==> config.mk <==
export PLATFORM = sky130hd
export DESIGN_NAME = mips_muldiv_unit
export DESIGN_NICKNAME = d
export VERILOG_FILES = /design/src/rtl/mips_muldiv_unit.sv
export SDC_FILE = /design/constraint.sdc
export NUM_CORES = 2
export LEC_CHECK = 0
export CORE_UTILIZATION = 50
export CTS_CLUSTER_SIZE = 25
export DETAILED_ROUTE_END_ITERATION = 12
export PLACE_DENSITY = 0.76
export SYNTH_ARGS = -nofsm -noshare
export SYNTH_HDL_FRONTEND = slang
export SYNTH_SLANG_ARGS = --single-unit
==> constraint.sdc <==
create_clock -name clk_i -period 25.9 [get_ports clk_i]
set_input_delay 2.59 -clock clk_i [delete_from_list [all_inputs] [get_ports clk_i]]
set_output_delay 2.59 -clock clk_i [all_outputs]
set_load 0.05 [all_outputs]
==> src/rtl/mips_muldiv_unit.sv <==
// mips_muldiv_unit
//   Multi-cycle HI/LO multiply/divide unit. It runs MULT/MULTU/DIV/DIVU off the
//   main ALU path and owns the architectural HI/LO registers. MTHI/MTLO write
//   HI/LO directly. The pipeline stalls while busy_o is high.
//
//   state  | meaning
//   S_IDLE | waiting for start_i; MTHI/MTLO are handled here in a single edge
//   S_MUL  | multiply in flight; completes MUL_LATENCY edges after accept
//   S_DIV  | restoring divide; WIDTH iterations, then sign fix and write
//
// Ports
//   clk_i        rising-edge clock
//   reset_n_i    asynchronous active-low reset
//   start_i      request strobe, sampled only while idle
//   funct_i      24 MULT, 25 MULTU, 26 DIV, 27 DIVU, 17 MTHI, 19 MTLO
//   op1_i/op2_i  rs / rt operands
//   flush_i      cancels the in-flight operation; HI/LO keep their value
//   busy_o       multiply/divide in flight
//   done_o       one-cycle pulse after the edge that writes HI/LO
//   div_zero_o   last completed DIV/DIVU had a zero divisor
//   hi_o/lo_o    registered HI/LO
module mips_muldiv_unit #(
    parameter int WIDTH       = 32,
    parameter int MUL_LATENCY = 2
) (
    input  logic             clk_i,
    input  logic             reset_n_i,
    input  logic             start_i,
    input  logic [5:0]       funct_i,
    input  logic [WIDTH-1:0] op1_i,
    input  logic [WIDTH-1:0] op2_i,
    input  logic             flush_i,
    output logic             busy_o,
    output logic             done_o,
    output logic             div_zero_o,
    output logic [WIDTH-1:0] hi_o,
    output logic [WIDTH-1:0] lo_o
);
    localparam int CW = $clog2(WIDTH + 1);
    localparam logic [CW-1:0] MUL_LAST = CW'(MUL_LATENCY - 1);
    localparam logic [CW-1:0] DIV_LAST = CW'(WIDTH);
    localparam logic [5:0] F_MULT  = 6'd24;
    localparam logic [5:0] F_MULTU = 6'd25;
    localparam logic [5:0] F_DIV   = 6'd26;
    localparam logic [5:0] F_DIVU  = 6'd27;
    localparam logic [5:0] F_MTHI  = 6'd17;
    localparam logic [5:0] F_MTLO  = 6'd19;

    typedef enum logic [1:0] {S_IDLE, S_MUL, S_DIV} state_e;

    state_e           state_q, state_d;
    logic [CW-1:0]    cnt_q, cnt_d;
    logic [WIDTH-1:0] a_q, a_d, b_q, b_d;
    logic             sgn_q, sgn_d;
    logic [WIDTH-1:0] rem_q, rem_d, quo_q, quo_d, dvs_q, dvs_d;
    logic [WIDTH-1:0] hi_q, hi_d, lo_q, lo_d;
    logic             done_q, done_d, dz_q, dz_d;

    logic             accept;
    logic             in_signed;
    logic [WIDTH-1:0] op1_abs, op2_abs;
    logic [2*WIDTH-1:0] ma, mb, prod;
    logic [WIDTH:0]   rem_sh, diff;
    logic             q_neg, r_neg;

    always_ff @(posedge clk_i or negedge reset_n_i) begin
        if (!reset_n_i) begin
            state_q <= S_IDLE;
            cnt_q   <= '0;
            a_q     <= '0;
            b_q     <= '0;
            sgn_q   <= 1'b0;
            rem_q   <= '0;
            quo_q   <= '0;
            dvs_q   <= '0;
            hi_q    <= '0;
            lo_q    <= '0;
            done_q  <= 1'b0;
            dz_q    <= 1'b0;
        end else begin
            state_q <= state_d;
            cnt_q   <= cnt_d;
            a_q     <= a_d;
            b_q     <= b_d;
            sgn_q   <= sgn_d;
            rem_q   <= rem_d;
            quo_q   <= quo_d;
            dvs_q   <= dvs_d;
            hi_q    <= hi_d;
            lo_q    <= lo_d;
            done_q  <= done_d;
            dz_q    <= dz_d;
        end
    end

    always_comb begin
        // Sign-extend only for the signed variants; the low 2W bits of the
        // extended product are then correct for both MULT and MULTU.
        ma   = {{WIDTH{sgn_q & a_q[WIDTH-1]}}, a_q};
        mb   = {{WIDTH{sgn_q & b_q[WIDTH-1]}}, b_q};
        prod = ma * mb;

        in_signed = (funct_i == F_DIV);
        op1_abs   = (in_signed && op1_i[WIDTH-1]) ? -op1_i : op1_i;
        op2_abs   = (in_signed && op2_i[WIDTH-1]) ? -op2_i : op2_i;

        rem_sh = {rem_q, quo_q[WIDTH-1]};
        diff   = rem_sh - {1'b0, dvs_q};
        q_neg  = sgn_q & (a_q[WIDTH-1] ^ b_q[WIDTH-1]);
        r_neg  = sgn_q & a_q[WIDTH-1];

        accept = start_i && (state_q == S_IDLE) && !flush_i;
    end

    always_comb begin
        state_d = state_q;
        cnt_d   = cnt_q;
        a_d     = a_q;
        b_d     = b_q;
        sgn_d   = sgn_q;
        rem_d   = rem_q;
        quo_d   = quo_q;
        dvs_d   = dvs_q;
        hi_d    = hi_q;
        lo_d    = lo_q;
        done_d  = 1'b0;
        dz_d    = dz_q;

        case (state_q)
            S_IDLE: begin
                if (accept) begin
                    case (funct_i)
                        F_MULT, F_MULTU: begin
                            state_d = S_MUL;
                            cnt_d   = '0;
                            a_d     = op1_i;
                            b_d     = op2_i;
                            sgn_d   = (funct_i == F_MULT);
                            dz_d    = 1'b0;
                        end
                        F_DIV, F_DIVU: begin
                            state_d = S_DIV;
                            cnt_d   = '0;
                            a_d     = op1_i;
                            b_d     = op2_i;
                            sgn_d   = in_signed;
                            rem_d   = '0;
                            quo_d   = op1_abs;
                            dvs_d   = op2_abs;
                            dz_d    = 1'b0;
                        end
                        F_MTHI: begin
                            hi_d = op1_i;
                            dz_d = 1'b0;
                        end
                        F_MTLO: begin
                            lo_d = op1_i;
                            dz_d = 1'b0;
                        end
                        default: ;
                    endcase
                end
            end
            S_MUL: begin
                if (flush_i) begin
                    state_d = S_IDLE;
                end else if (cnt_q == MUL_LAST) begin
                    state_d = S_IDLE;
                    hi_d    = prod[2*WIDTH-1:WIDTH];
                    lo_d    = prod[WIDTH-1:0];
                    done_d  = 1'b1;
                end else begin
                    cnt_d = cnt_q + CW'(1);
                end
            end
            S_DIV: begin
                if (flush_i) begin
                    state_d = S_IDLE;
                end else if (cnt_q == DIV_LAST) begin
                    state_d = S_IDLE;
                    done_d  = 1'b1;
                    if (b_q == '0) begin
                        lo_d = '1;
                        hi_d = a_q;
                        dz_d = 1'b1;
                    end else begin
                        // MIN/-1 falls out naturally: |MIN| negated is MIN again.
                        lo_d = q_neg ? -quo_q : quo_q;
                        hi_d = r_neg ? -rem_q : rem_q;
                    end
                end else begin
                    // Restoring step: shift in next dividend bit, subtract if it fits.
                    cnt_d = cnt_q + CW'(1);
                    if (!diff[WIDTH]) begin
                        rem_d = diff[WIDTH-1:0];
                        quo_d = {quo_q[WIDTH-2:0], 1'b1};
                    end else begin
                        rem_d = rem_sh[WIDTH-1:0];
                        quo_d = {quo_q[WIDTH-2:0], 1'b0};
                    end
                end
            end
            default: state_d = S_IDLE;
        endcase
    end

    assign busy_o     = (state_q != S_IDLE);
    assign done_o     = done_q;
    assign div_zero_o = dz_q;
    assign hi_o       = hi_q;
    assign lo_o       = lo_q;
endmodule

# Yosys cells after proc, flatten, opt, wreduce, memory -nomap -nowiden
# Index checks and enable logic that the tools add are counted.
# totals
input_bits	74
word_cells	131
ff_bits	235
# classes
n_eq_ne	26
bitwise	4
n_mul	1
n_addsub	6
n_reduce_logical	24
muxes	58
# ops
op	n
32-bit 2-to-1 mux	27
32-bit case mux with 3 select lines	2
32-bit negator	4
32-bit case mux with 2 select lines	2
33-bit by 33-bit multiplier with 64-bit output	1
6-bit by 5-bit == test with 1-bit output, second input constant	6
6-bit 2-to-1 mux	6
33-bit by 32-bit subtractor with 33-bit output	1
32-bit zero test	1
7-bit AND reduction	3
2-bit inequality test, second input constant	10
6-bit case mux with 3 select lines	1
1-bit 2-to-1 mux	10
2-bit 2-to-1 mux	5
3-bit AND reduction	3
6-bit by 1-bit adder with 6-bit output, second input constant	1
6-bit by 1-bit == test with 1-bit output, second input constant	1
6-bit == test, second input constant	1
2-bit by 1-bit inequality test with 1-bit output, second input constant	3
3-bit inequality test, second input constant	2
1-bit case mux with 2 select lines	3
2-bit case mux with 3 select lines	1
6-bit AND reduction	1
2-bit nonzero test	3
15 further kinds	21

# Depth between registers and ports, before layout
# logic_depth
depth_word	7
mapped_depth	32
mapped_depth_nobuf	28

# Worst setup path after synthesis
# Ideal clock, no wire load.
# synth_path
path_type	reg-to-reg
startpoint	reg a_q[31]
endpoint	reg hi_q[25], in the netlist hi_o[25]
arrival_ps	8328
setup_slack_ps	17431
path_buffers	3
synth_period_minus_slack_ps	8469
path_stages_with_launch	31
t_required_ps	25759
cell_sequence	dfrtp_1 > clkbuf_1 > and2_1 > clkbuf_1 > buf_1 > nand2_1 > inv_1 > fa_1 > inv_1 > fa_1 > inv_1 > fa_1 > fa_1 > inv_1 > fa_1 > inv_1 > fa_1 > inv_1 > fa_1 > fa_1 > inv_1 > ha_1 > and2_1 > and3_1 > a221o_1 > a21o_1 > a31o_2 > o21ai_1 > xnor2_1 > a221oi_1 > a211oi_1
# synth_via
elab_chain_len	6
word_cells_on_any_way	9
cone_classes	mul (1); mux (7); bitwise (1)
# synth_lines
item	line_no	text
from (decl)	53	logic [WIDTH-1:0] a_q, a_d, b_q, b_d;
from (signal assigned)	70	a_q <= '0;
from (signal assigned)	83	a_q <= a_d;
parallel branches: the longest is 5 deep, another holds 33-bit by 33-bit multiplier with 64-bit output	-	
32-bit case mux with 3 select lines (*)	129	case (state_q)
to (signal assigned)	89	hi_q <= hi_d;
to (decl)	56	logic [WIDTH-1:0] hi_q, hi_d, lo_q, lo_d;
# Every way passes the cells marked *. The select of a mux whose other input is x is not followed.
# A chain may end at the register's enable or synchronous reset.

# Worst setup path after layout
# layout_path
startpoint	reg b_q[6]
endpoint	reg hi_q[25], in the netlist hi_o[25]
# layout_via
elab_chain_len	5
word_cells_on_any_way	8
cone_classes	mul (1); mux (6); reduce/logical (1)
# layout_lines
item	line_no	text
from (decl)	53	
from (signal assigned)	71	b_q <= '0;
from (signal assigned)	84	b_q <= b_d;
parallel branches: the longest is 4 deep, another holds 33-bit by 33-bit multiplier with 64-bit output	-	
32-bit case mux with 3 select lines (*)	129	
# Marked as above.

==> flow_metrics.env <==
export IMPL_htreeDepth=1
export IMPL_max_clock_path_buffers=3
export IMPL_cp_max_fo=34
export IMPL_hold_viol=0
export IMPL_port_buffers=140
export IMPL_core_area_mm2=0.105
export IMPL_die_x_um=328
export IMPL_cts_setup_buffers=0
export IMPL_nets=7341
export IMPL_cts_root_buf="clkbuf_16"
export IMPL_grt_pass1_wl_um=249000
export IMPL_syn2layout_area_growth_pct=6.10
export IMPL_synth_top_cell_area_share_pct=42.3
export IMPL_tns_ns=0
export IMPL_dr_first_iter_drc_count=3894
export IMPL_worstPathArrival_ns=9.41
export IMPL_yosys_register_bits=235
export IMPL_crit_top_cell="fa_1"
export IMPL_synth_flop_cell="dfrtp_1"
export IMPL_overflow=0
export IMPL_cts_resized=0
export IMPL_fin_crit_sh_pct=34.7
export IMPL_die_area_mm2=0.108
export IMPL_filler_cell_count=9552
export IMPL_antenna_found_initial=7
export IMPL_slowest_stage="fa_1"
export IMPL_worst_slew_pin_slew_ns=1.14
export IMPL_synth_most_common_cell="inv_1"
export IMPL_drive_gt1_share_pct=3.96
export IMPL_grt_max_degree=159
export IMPL_hpwl_um=121000
export IMPL_synthTopCellsByArea="fa_1 42%, dfrtp_1 11%, inv_1 8.4%, nand2_1 6.7%, ha_1 6.0%"
export IMPL_drcViolationCount=0
export IMPL_slowest_delay_ns=0.87
export IMPL_syn_inst=6018
export IMPL_clock_sinks=235
export IMPL_clock_latency_ns=0.58
export IMPL_yosysTopAreaCell="fa_1"
export IMPL_grt_pass1_vias=45100
export IMPL_wl_per_cell_um=21.3
export IMPL_rsz0062_at_grt="no"
export IMPL_maxSlewViolCount=0
export IMPL_start_util_pct=50.5
export IMPL_finalSetupViolCount=0
export IMPL_rows=119
export IMPL_slew_headroom_pct=24.0
export IMPL_pin_count=141
export IMPL_postSynthAreaPerCell_um2=8.85
export IMPL_numCtsBuffers=28
export IMPL_syn_area_mm2=0.0533
export IMPL_gr_usage_all_layers_pct=29.8
export IMPL_synthTopCellsByCount="1188 x inv_1, 1126 x fa_1, 956 x nand2_1"
export IMPL_path_class="reg2reg"
export IMPL_outcome="finished clean"
export IMPL_ys_types=81
export IMPL_hold_class="reg2reg"
export IMPL_cp_data_required_time_ns=26.33
export IMPL_tritoncts="done"
export IMPL_finClkSkew_ns=0.0227
export IMPL_post_route_util_pct=53.6
export IMPL_hold_buffers=0
export IMPL_rrSetupSlack_ns=16.92
export IMPL_synthArstFlopShare_pct=100
export IMPL_finalWirelength_um=155000
export IMPL_via_per_inst=5.75
export IMPL_synth_warnings=0
export IMPL_die_y_um=328
export IMPL_maxCapViolCount=0
export IMPL_critPathLaunchType="register"
export IMPL_gp_congestion=1.00
export IMPL_syn_nets=7474
export IMPL_post_route_min_period_ns=8.98
export IMPL_max_clock_freq_mhz=111
export IMPL_synth_edff_count=0
export IMPL_cts_clk_slew_worst_paths_ns=0.06
export IMPL_synth_seq_area_share_pct=11.0
export IMPL_vias=42000
export IMPL_first_pass_iters=8
export IMPL_worstSetupEndpointType="register"
export IMPL_postRouteAntennaNets=0
## registers in the layout, indices dropped and copies added, names as in the netlist
| name | count |
|---|---|
| cnt_q | 6 |
| done_o | 1 |
| hi_o | 32 |
| a_q | 32 |
| rem_q | 32 |
| b_q | 32 |
| state_q | 2 |
| quo_q | 32 |
| dvs_q | 32 |
| div_zero_o | 1 |
| sgn_q | 1 |
| lo_o | 32 |
## final timing paths
| path | start | endpoint | cells after the start |
|---|---|---|---|
| setup / recovery | b_q[6] | hi_o[25] | 27 |
| hold / removal | lo_o[1] | lo_o[1] | 2 |
| setup reg to reg | b_q[6] | hi_o[25] | 27 |
| hold reg to reg | lo_o[1] | lo_o[1] | 2 |
| max in group asynchronous | reset_n_i | a_q[30] | 2 |
| min in group asynchronous | reset_n_i | rem_q[14] | 1 |
## cells by family after synthesis
group | Yosys count | synth area share [%]
buffers and inverters | 1570 | 11.1
XOR/XNOR | 209 | 3.46
AO/OA/AOI/OAI | 768 | 9.03
multiplexers | 70 | 1.46
flip-flops | 235 | 11.0
adder cells (fa/ha/maj) | 1382 | 48.3
AND/OR/NAND/NOR | 1784 | 15.6
## metrics by stage
stage / setup slack (ns) / instances / hold slack (ns) / cell area (um^2)
2_1_floorplan: 17.43 / 6018 / 0.450 / 53300
3_3_place_gp: 17.29 / 7246 / 0.461 / 55600
3_5_place_dp: 17.11 / 7246 / 0.466 / 55600
4_1_cts: 17.05 / 7298 / 0.480 / 56500
5_1_grt: 16.50 / 7298 / 0.504 / 56500
6_report: 16.92 / 7299 / 0.478 / 56500
## placed cells by master, fill, tap and decap left out, types with 20 or more instances in the layout
cell / n
a21o_1: 74
a21oi_1: 197
a221oi_1: 33
and2_1: 362
and3_1: 38
buf_4: 78
clkbuf_16: 29
clkdlybuf4s50_1: 139
dfrtp_1: 230
fa_1: 1126
ha_1: 253
inv_1: 1188
mux2_2: 58
nand2_1: 954
nand2b_1: 20
nand3_1: 47
nor2_1: 189
nor3_1: 38
nor4_1: 20
o21ai_0: 243
o31ai_1: 53
xnor2_1: 123
xor2_1: 84
## metal layers
layer,global-route usage (%),up-vias,routed length (um)
met5,0,-,30
met4,14.9,4,9130
met1,37.3,21400,57900
met3,5.91,479,14700
met2,49.0,2090,73700
li1,-,18000,-
## worst max-delay path, delay by kind of cell (launching register included)
| family | cells | cell delay, ns |
|---|---|---|
| adder cells (fa/ha/maj) | 9 | 4.69 |
| buffers and inverters | 8 | 1.51 |
| AND/OR/NAND/NOR | 5 | 1.14 |
| AO/OA/AOI/OAI | 4 | 0.97 |
| flip-flops | 1 | 0.34 |
| XOR/XNOR | 1 | 0.17 |
## layout make-up
class	count	area, um^2	share of cell area (%)
inverter	1188	4460	7.89
sequential	235	5890	10.4
antenna	1	2.50	0.00443
multi-input combinational	4213	41500	73.5
clock inverter	10	63.8	0.113
timing repair buffer	219	2010	3.56
tap	1391	1740	3.08
clock buffer	42	835	1.48
Power is left out: the tool's default activity adds up to more than one toggle a clock period on the data nets, which glitch-free logic cannot reach.
